$ cat config.mk
export PLATFORM = sky130hd
export DESIGN_NAME = uart_frame_rx
export DESIGN_NICKNAME = d
export VERILOG_FILES = /design/src/rtl/uart_frame_rx.sv
export SDC_FILE = /design/constraint.sdc
export NUM_CORES = 1
export LEC_CHECK = 0
export BUFFER_PORTS_ARGS = -buffer_cell sky130_fd_sc_hd__buf_2
export CAP_MARGIN = 20
export CORE_ASPECT_RATIO = 0.5
export CORE_UTILIZATION = 40
export CTS_CLUSTER_DIAMETER = 200
export DETAILED_ROUTE_END_ITERATION = 6
export MAX_ROUTING_LAYER = met4
export PLACE_DENSITY_LB_ADDON = 0.25
export SYNTH_ARGS = -nofsm -noshare
export SYNTH_HDL_FRONTEND = slang
export SYNTH_SLANG_ARGS = --single-unit
$ cat constraint.sdc
create_clock -name sys_clk -period 8.3 [get_ports sys_clk]
set_input_delay 0.83 -clock sys_clk [delete_from_list [all_inputs] [get_ports sys_clk]]
set_output_delay 0.83 -clock sys_clk [all_outputs]
set_load 0.01 [all_outputs]
$ cat src/rtl/uart_frame_rx.sv
// 8N1 UART receiver that assembles NUM_BYTES consecutive bytes into one word,
// first byte in bits [7:0]; reports framing errors and inter-byte timeouts.
module uart_frame_rx #(
  parameter int unsigned BAUD_DIV  = 5208,
  parameter int unsigned NUM_BYTES = 5,
  parameter int unsigned TIMEOUT   = 20 * BAUD_DIV
) (
  input  logic                   sys_clk,
  input  logic                   rst,
  input  logic                   uart_rx,
  output logic [8*NUM_BYTES-1:0] rx_data,
  output logic                   frame_valid,
  output logic                   frame_err,
  output logic                   rx_timeout,
  output logic                   busy
);

  localparam int unsigned W  = 8 * NUM_BYTES;
  localparam int unsigned BW = $clog2(BAUD_DIV);
  localparam int unsigned TW = $clog2(TIMEOUT + 1);

  localparam logic [BW-1:0] BAUD_LAST = BW'(BAUD_DIV - 1);
  localparam logic [BW-1:0] HALF_LAST = BW'(BAUD_DIV / 2 - 1);
  localparam logic [TW-1:0] TMO_LAST  = TW'(TIMEOUT - 1);
  localparam logic [2:0]    NB3       = 3'(NUM_BYTES);

  typedef enum logic [1:0] {IDLE, START, DATA, STOP} state_t;

  state_t        state, state_n;
  logic          sync1, sync2, prev;
  logic          fall;
  logic [BW-1:0] baud_cnt, baud_n;
  logic [2:0]    bit_cnt, bit_n;
  logic [2:0]    byte_cnt, byte_n;
  logic [TW-1:0] tmo_cnt, tmo_n;
  logic [7:0]    byte_sr, sr_n;
  logic [W-1:0]  shift_reg, shift_n;
  logic [W-1:0]  data_n;
  logic          done, done_n;
  logic          valid_n, err_n, tmo_p_n;

  assign fall = prev & ~sync2;
  assign busy = (state != IDLE) || (byte_cnt != '0);

  always_ff @(posedge sys_clk or posedge rst) begin
    if (rst) begin
      sync1       <= 1'b1;
      sync2       <= 1'b1;
      prev        <= 1'b1;
      state       <= IDLE;
      baud_cnt    <= '0;
      bit_cnt     <= '0;
      byte_cnt    <= '0;
      tmo_cnt     <= '0;
      byte_sr     <= '0;
      shift_reg   <= '0;
      done        <= 1'b0;
      rx_data     <= '0;
      frame_valid <= 1'b0;
      frame_err   <= 1'b0;
      rx_timeout  <= 1'b0;
    end else begin
      sync1       <= uart_rx;
      sync2       <= sync1;
      prev        <= sync2;
      state       <= state_n;
      baud_cnt    <= baud_n;
      bit_cnt     <= bit_n;
      byte_cnt    <= byte_n;
      tmo_cnt     <= tmo_n;
      byte_sr     <= sr_n;
      shift_reg   <= shift_n;
      done        <= done_n;
      rx_data     <= data_n;
      frame_valid <= valid_n;
      frame_err   <= err_n;
      rx_timeout  <= tmo_p_n;
    end
  end

  always_comb begin
    state_n = state;
    baud_n  = baud_cnt;
    bit_n   = bit_cnt;
    byte_n  = byte_cnt;
    tmo_n   = tmo_cnt;
    sr_n    = byte_sr;
    shift_n = shift_reg;
    done_n  = 1'b0;
    data_n  = rx_data;
    valid_n = 1'b0;
    err_n   = 1'b0;
    tmo_p_n = 1'b0;

    // Frame completion is published one cycle after the last stop sample.
    if (done) begin
      data_n  = shift_reg;
      valid_n = 1'b1;
      byte_n  = '0;
      shift_n = '0;
    end

    case (state)
      IDLE: begin
        // Timeout is resolved before a same-cycle start, so that byte becomes byte 0.
        if (byte_cnt != '0 && !done) begin
          if (tmo_cnt == TMO_LAST) begin
            byte_n  = '0;
            shift_n = '0;
            tmo_p_n = 1'b1;
            tmo_n   = '0;
          end else begin
            tmo_n = tmo_cnt + TW'(1);
          end
        end else begin
          tmo_n = '0;
        end
        if (fall) begin
          state_n = START;
          baud_n  = '0;
        end
      end
      START: begin
        if (baud_cnt == HALF_LAST) begin
          baud_n = '0;
          if (!sync2) begin
            state_n = DATA;
            bit_n   = '0;
          end else begin
            state_n = IDLE;
          end
        end else begin
          baud_n = baud_cnt + BW'(1);
        end
      end
      DATA: begin
        if (baud_cnt == BAUD_LAST) begin
          baud_n = '0;
          sr_n   = {sync2, byte_sr[7:1]};
          bit_n  = bit_cnt + 3'd1;
          if (bit_cnt == 3'd7) state_n = STOP;
        end else begin
          baud_n = baud_cnt + BW'(1);
        end
      end
      STOP: begin
        if (baud_cnt == BAUD_LAST) begin
          baud_n  = '0;
          state_n = IDLE;
          tmo_n   = '0;
          if (sync2) begin
            // Shift via a widened concat so NUM_BYTES=1 needs no empty slice.
            shift_n = W'({byte_sr, shift_reg} >> 8);
            byte_n  = byte_cnt + 3'd1;
            if (byte_cnt + 3'd1 == NB3) done_n = 1'b1;
          end else begin
            err_n   = 1'b1;
            byte_n  = '0;
            shift_n = '0;
          end
        end else begin
          baud_n = baud_cnt + BW'(1);
        end
      end
      default: state_n = IDLE;
    endcase
  end

endmodule

# After elaboration in Yosys (flattened, before gate mapping)
# Cells that the tools add are included.
# word_totals
ff_bits	133
inputBits	3
output_inout_bits	44
elab_cells	90
# classes
add_sub_neg	4
eq_ne	14
mux	42
n_bitwise	2
n_reduce_logical	13
# op_table
cell	count
40-bit two-way mux	5
40-bit case mux with 2 select lines	1
17-bit two-way mux	3
13-bit two-way mux	3
13-bit case mux with 3 select lines	1
17-bit case mux with 2 select lines	1
3-bit two-way mux	8
17-bit by 1-bit adder with 17-bit output (second input constant)	1
17-bit equality test (second input constant)	1
13-bit by 1-bit adder with 13-bit output (second input constant)	1
13-bit by 12-bit equality test with 1-bit output (second input constant)	1
13-bit equality test (second input constant)	1
2-bit two-way mux	6
2-bit inequality test (second input constant)	6
3-bit case mux with 2 select lines	2
1-bit two-way mux	11
2-bit case mux with 4 select lines	1
3-bit by 1-bit adder with 3-bit output (second input constant)	2
3-bit equality test (second input constant)	2
2-bit nonzero test	3
5-bit AND reduction	1
2-bit equality test (second input constant)	2
2-bit AND reduction	2
4-bit AND reduction	1
other kinds (9)	9

# Depth between registers and ports, before layout
# depth
depth_word	6
ltp_mapped	9
ltp_nobuf	7

# Least setup slack after synthesis
# Ideal clock, no wire load.
# synth_path
path_type	register -> register
start	register baud_cnt[3]
end	register shift_reg[0]
setup_ps	121
arrival_ps	2203
t_required_ps	8179
setup_slack_ps	5976
path_stages_with_launch	8
path_buffers	2
period_less_slack_ps	2324
path_cell_list	dfrtp_1 buf_6 or4b_4 or4_4 a21oi_2 a21oi_2 buf_6 a22o_1
# synth_via
elab_chain_cells	3
# synth_lines
element	line_no	source
start: declaration	32	logic [BW-1:0] baud_cnt, baud_n;
start signal: assignment	67	baud_cnt <= baud_n;
13-bit equality test	147	if (baud_cnt == BAUD_LAST) begin
40-bit two-way mux	147	
40-bit case mux with 2 select lines	103	case (state)
via shift_n[0]	37	logic [W-1:0] shift_reg, shift_n;
end signal: assignment	72	shift_reg <= shift_n;
end: declaration	37	
# The timed path passes the listed nets, and every way through them passes these cells.
# A chain may end at the register's enable or synchronous reset.

# Worst setup path in the final report
# layout_path
start	register state[0]
end	output port busy
# layout_via
elab_chain_cells	2
# layout_lines
element	line_no	source
start: declaration	29	state_t state, state_n;
start signal: assignment	66	state <= state_n;
2-bit nonzero test	43	assign busy = (state != IDLE) || (byte_cnt != '0);
1-bit logical OR	43	
end: declaration	15	output logic busy
# No other way between the ends.

==> key figures <==
Clock tree
  • Setup Fix Bufs, Post-CTS: 0
  • H-tree depth: 4
  • CTS Buffer Depth: 2
  • Clk Latency, worst-skew pair: 420 ps
  • CTS hold repair buffers: 0
  • Number of buffers created by CTS: 17
  • Clk pin slew, worst setup/hold paths: 60 ps
  • Root Buffer: clkbuf_16
  • Post_cts resized: 0
  • Clock Sinks: 133
  • TritonCTS clock tree: yes

Synth
  • Largest family of logic cells by synthesized area: compound AO/OA/AOI/OAI gates
  • Mux cell area share after synthesis: 10.4%
  • Fraction of registers with async set or reset after synthesis: 100%
  • Synthesized area per cell: 12.4 sq um
  • Most used DFF post-synth: dfrtp_1
  • Compound-gate portion of the synthesized area: 15.2%
  • Post-Synthesis Cells: 466
  • Simple-Gate Fraction of Synth Area: 11.0%
  • Number of synthesized flops with an enable pin: 0
  • Flop and latch count out of synthesis: 133
  • Seq/Total Area, Yosys: 57.5%
  • Post-Synth Adder-Cell Area: 2.16%
  • Yosys warning total: 0
  • XOR/XNOR Fraction of Synth Area: 0.453%
  • Post-synthesis cell area: 0.00580 sq mm
  • Syn_nets: 479
  • Post-synth cell types: 60

Timing
  • Final Critical Period: 2580 ps
  • Endpoints failing setup: 0
  • RSZ-0062 raised after global routing: false
  • Max Fclk: 388 MHz
  • Crit share post-route: 31.1%
  • Setup WS post-layout: 5720 ps
  • Final slew viol count: 0
  • Final Hold Viols: 0
  • Max-slew headroom: 28.6%
  • Final setup skew: 8.99 ps
  • Worst slew pin tran: 1070 ps
  • Setup_tns: 0 ps

Global route
  • Gr ovfl total: 0
  • Number of global-route vias before repair: 3848
  • First-pass GRT wire length: 19.3 mm
  • GRT Total Usage: 17.2%
  • Antenna violations before repair: 0
  • Largest net degree at the start of global routing: 79

Detailed routing
  • Post-DRT Antenna Nets: 0
  • Starting DRT DRC Count: 324
  • Final WL: 11.3 mm
  • Vias post-DR: 3922
  • Routed wire per std cell: 15.7 um
  • Drt pass-1 iters: 4
  • # DRC: 0
  • Drt via density: 5.46

Floorplanning
  • Die width: 172 um
  • Chip height: 87.1 um
  • Core Region: 0.0139 sq mm
  • Site Rows: 30
  • Boundary Pins: 47
  • Initial Util: 41.9%
  • Die ar.: 0.0150 sq mm

Finish
  • Synth-to-layout area growth: 16.9%
  • Most common cell after layout, fill and taps aside: dfrtp_1
  • N_diodes: 0
  • Final Cell Area: 0.00678 sq mm
  • Nets: 526
  • Layout cell share with drive strength beyond 1: 28.7%
  • Most frequent cells in the layout: dfrtp_1, mux2_2, buf_2

Power and ir drop
  • Flop pwr share: 39.5%
  • Net Switching: 538 uW
  • Static Leak: 0.00324 uW
  • Switching Share: 31.2%
  • VDD IR max: 0.168 mV
  • P per Cell Area: 254 mW/mm^2
  • Comb power frac: 18.6%
  • Clk pwr share: 41.8%
  • Pint: 1180 uW

Setup path
  • Cell Chain, Critical Path: inv_1 > ha_1 > nand2_1 > buf_2
  • Startpoint types: flop
  • Reg2Reg Depth: 6
  • Stages on the worst setup path: 4
  • CP peak stage delay: 550 ps
  • Arr. time, crit path: 1750 ps
  • Crit. End Element: output port
  • Slowest CP cell: ha_1
  • WP data required: 7470 ps
  • Critical path type: reg -> out
  • WP buf/inv: 2
  • Cell family with most CP delay: adder cells
  • Worst Path Max Fanout: 16

Placed design
  • Number of port buffers: 46
  • Pre-CTS setup slack: 5180 ps
  • Global placer's final weighted congestion: 0.815
  • Post-Place Cell Area: 0.00618 sq mm
  • DP Wirelength: 6.88 mm

Job
  • Max-cap viol count: 0

Status
  • Status: complete, no violations

Min path
  • Hold Crit Class: reg -> reg
  • Hold path depth: 0
[path summary, 6_finish.rpt]
| path | endpoint | slack (ps) | startpoint |
|---|---|---|---|
| min in group asynchronous | rx_timeout | 530 | rst |
| hold / removal | sync2 | 360 | sync1 |
| max in group asynchronous | shift_reg[11] | 6620 | rst |
| hold reg to reg | sync2 | 360 | sync1 |
| setup / recovery | busy | 5720 | state[0] |
| setup reg to reg | shift_reg[35] | 5760 | baud_cnt[3] |
[per-layer routing]
metal | routed length (um) | GRT usage [%]
met1 | 5610 | 23.3
met2 | 5090 | 25.0
met3 | 432 | 4.09
met4 | 127 | 6.52
met5 | 0 | -
[stage by stage]
stage / power [uW] / cells / util, % / hold slack, ps
CTS: 1720 / 716 / 48.7 / 359
global route: 1820 / 718 / 48.9 / 364
floorplan: 946 / 466 / - / 345
detailed placement: 992 / 684 / 44.6 / 349
finish: 1720 / 718 / 48.9 / 358
global placement: 993 / 684 / 44.6 / 346
[power by group through the flow]
stage / combinational (uW) / sequential (uW) / clock (uW)
3_3_place_gp: 301 / 691 / 0
5_1_grt: 363 / 683 / 770
4_1_cts: 301 / 680 / 741
3_5_place_dp: 300 / 692 / 0
2_1_floorplan: 260 / 686 / 0
6_report: 321 / 681 / 721
[area by class of cell]
class,count,area (sq um)
Timing Repair Buffer,52,292
Multi-Input combinational cell,294,2290
Clock buffer,18,429
Inverter,15,61.3
Sequential cell,133,3330
Tap cell,192,240
Clock inverter,14,136
Fill cell,1232,7070
[synthesized netlist by cell type (all sizes together) (10+ instances only)]
library cell	instances	area share (%)
a31oi	13	1.4
nand3	17	1.5
buf	11	1.4
dfrtp	130	56
o21ai	16	1.4
a22o	45	6.8
mux2	51	9.9
inv	15	0.97
nand2	26	1.7
ha	10	2.2
clkbuf	13	0.84
[kinds of logic (layout without fill, tap and decap cells)]
group | Yosys count | count (layout)
buffers and inverters | 39 | 99
xor gates and xnor gates | 3 | 3
muxes | 54 | 54
and+or+nand+nor | 111 | 111
DFF | 133 | 133
adders and majority gates | 10 | 10
AOI/OAI and AO/OA | 116 | 116
No activity file was read; power rests on OpenSTA's default activity.
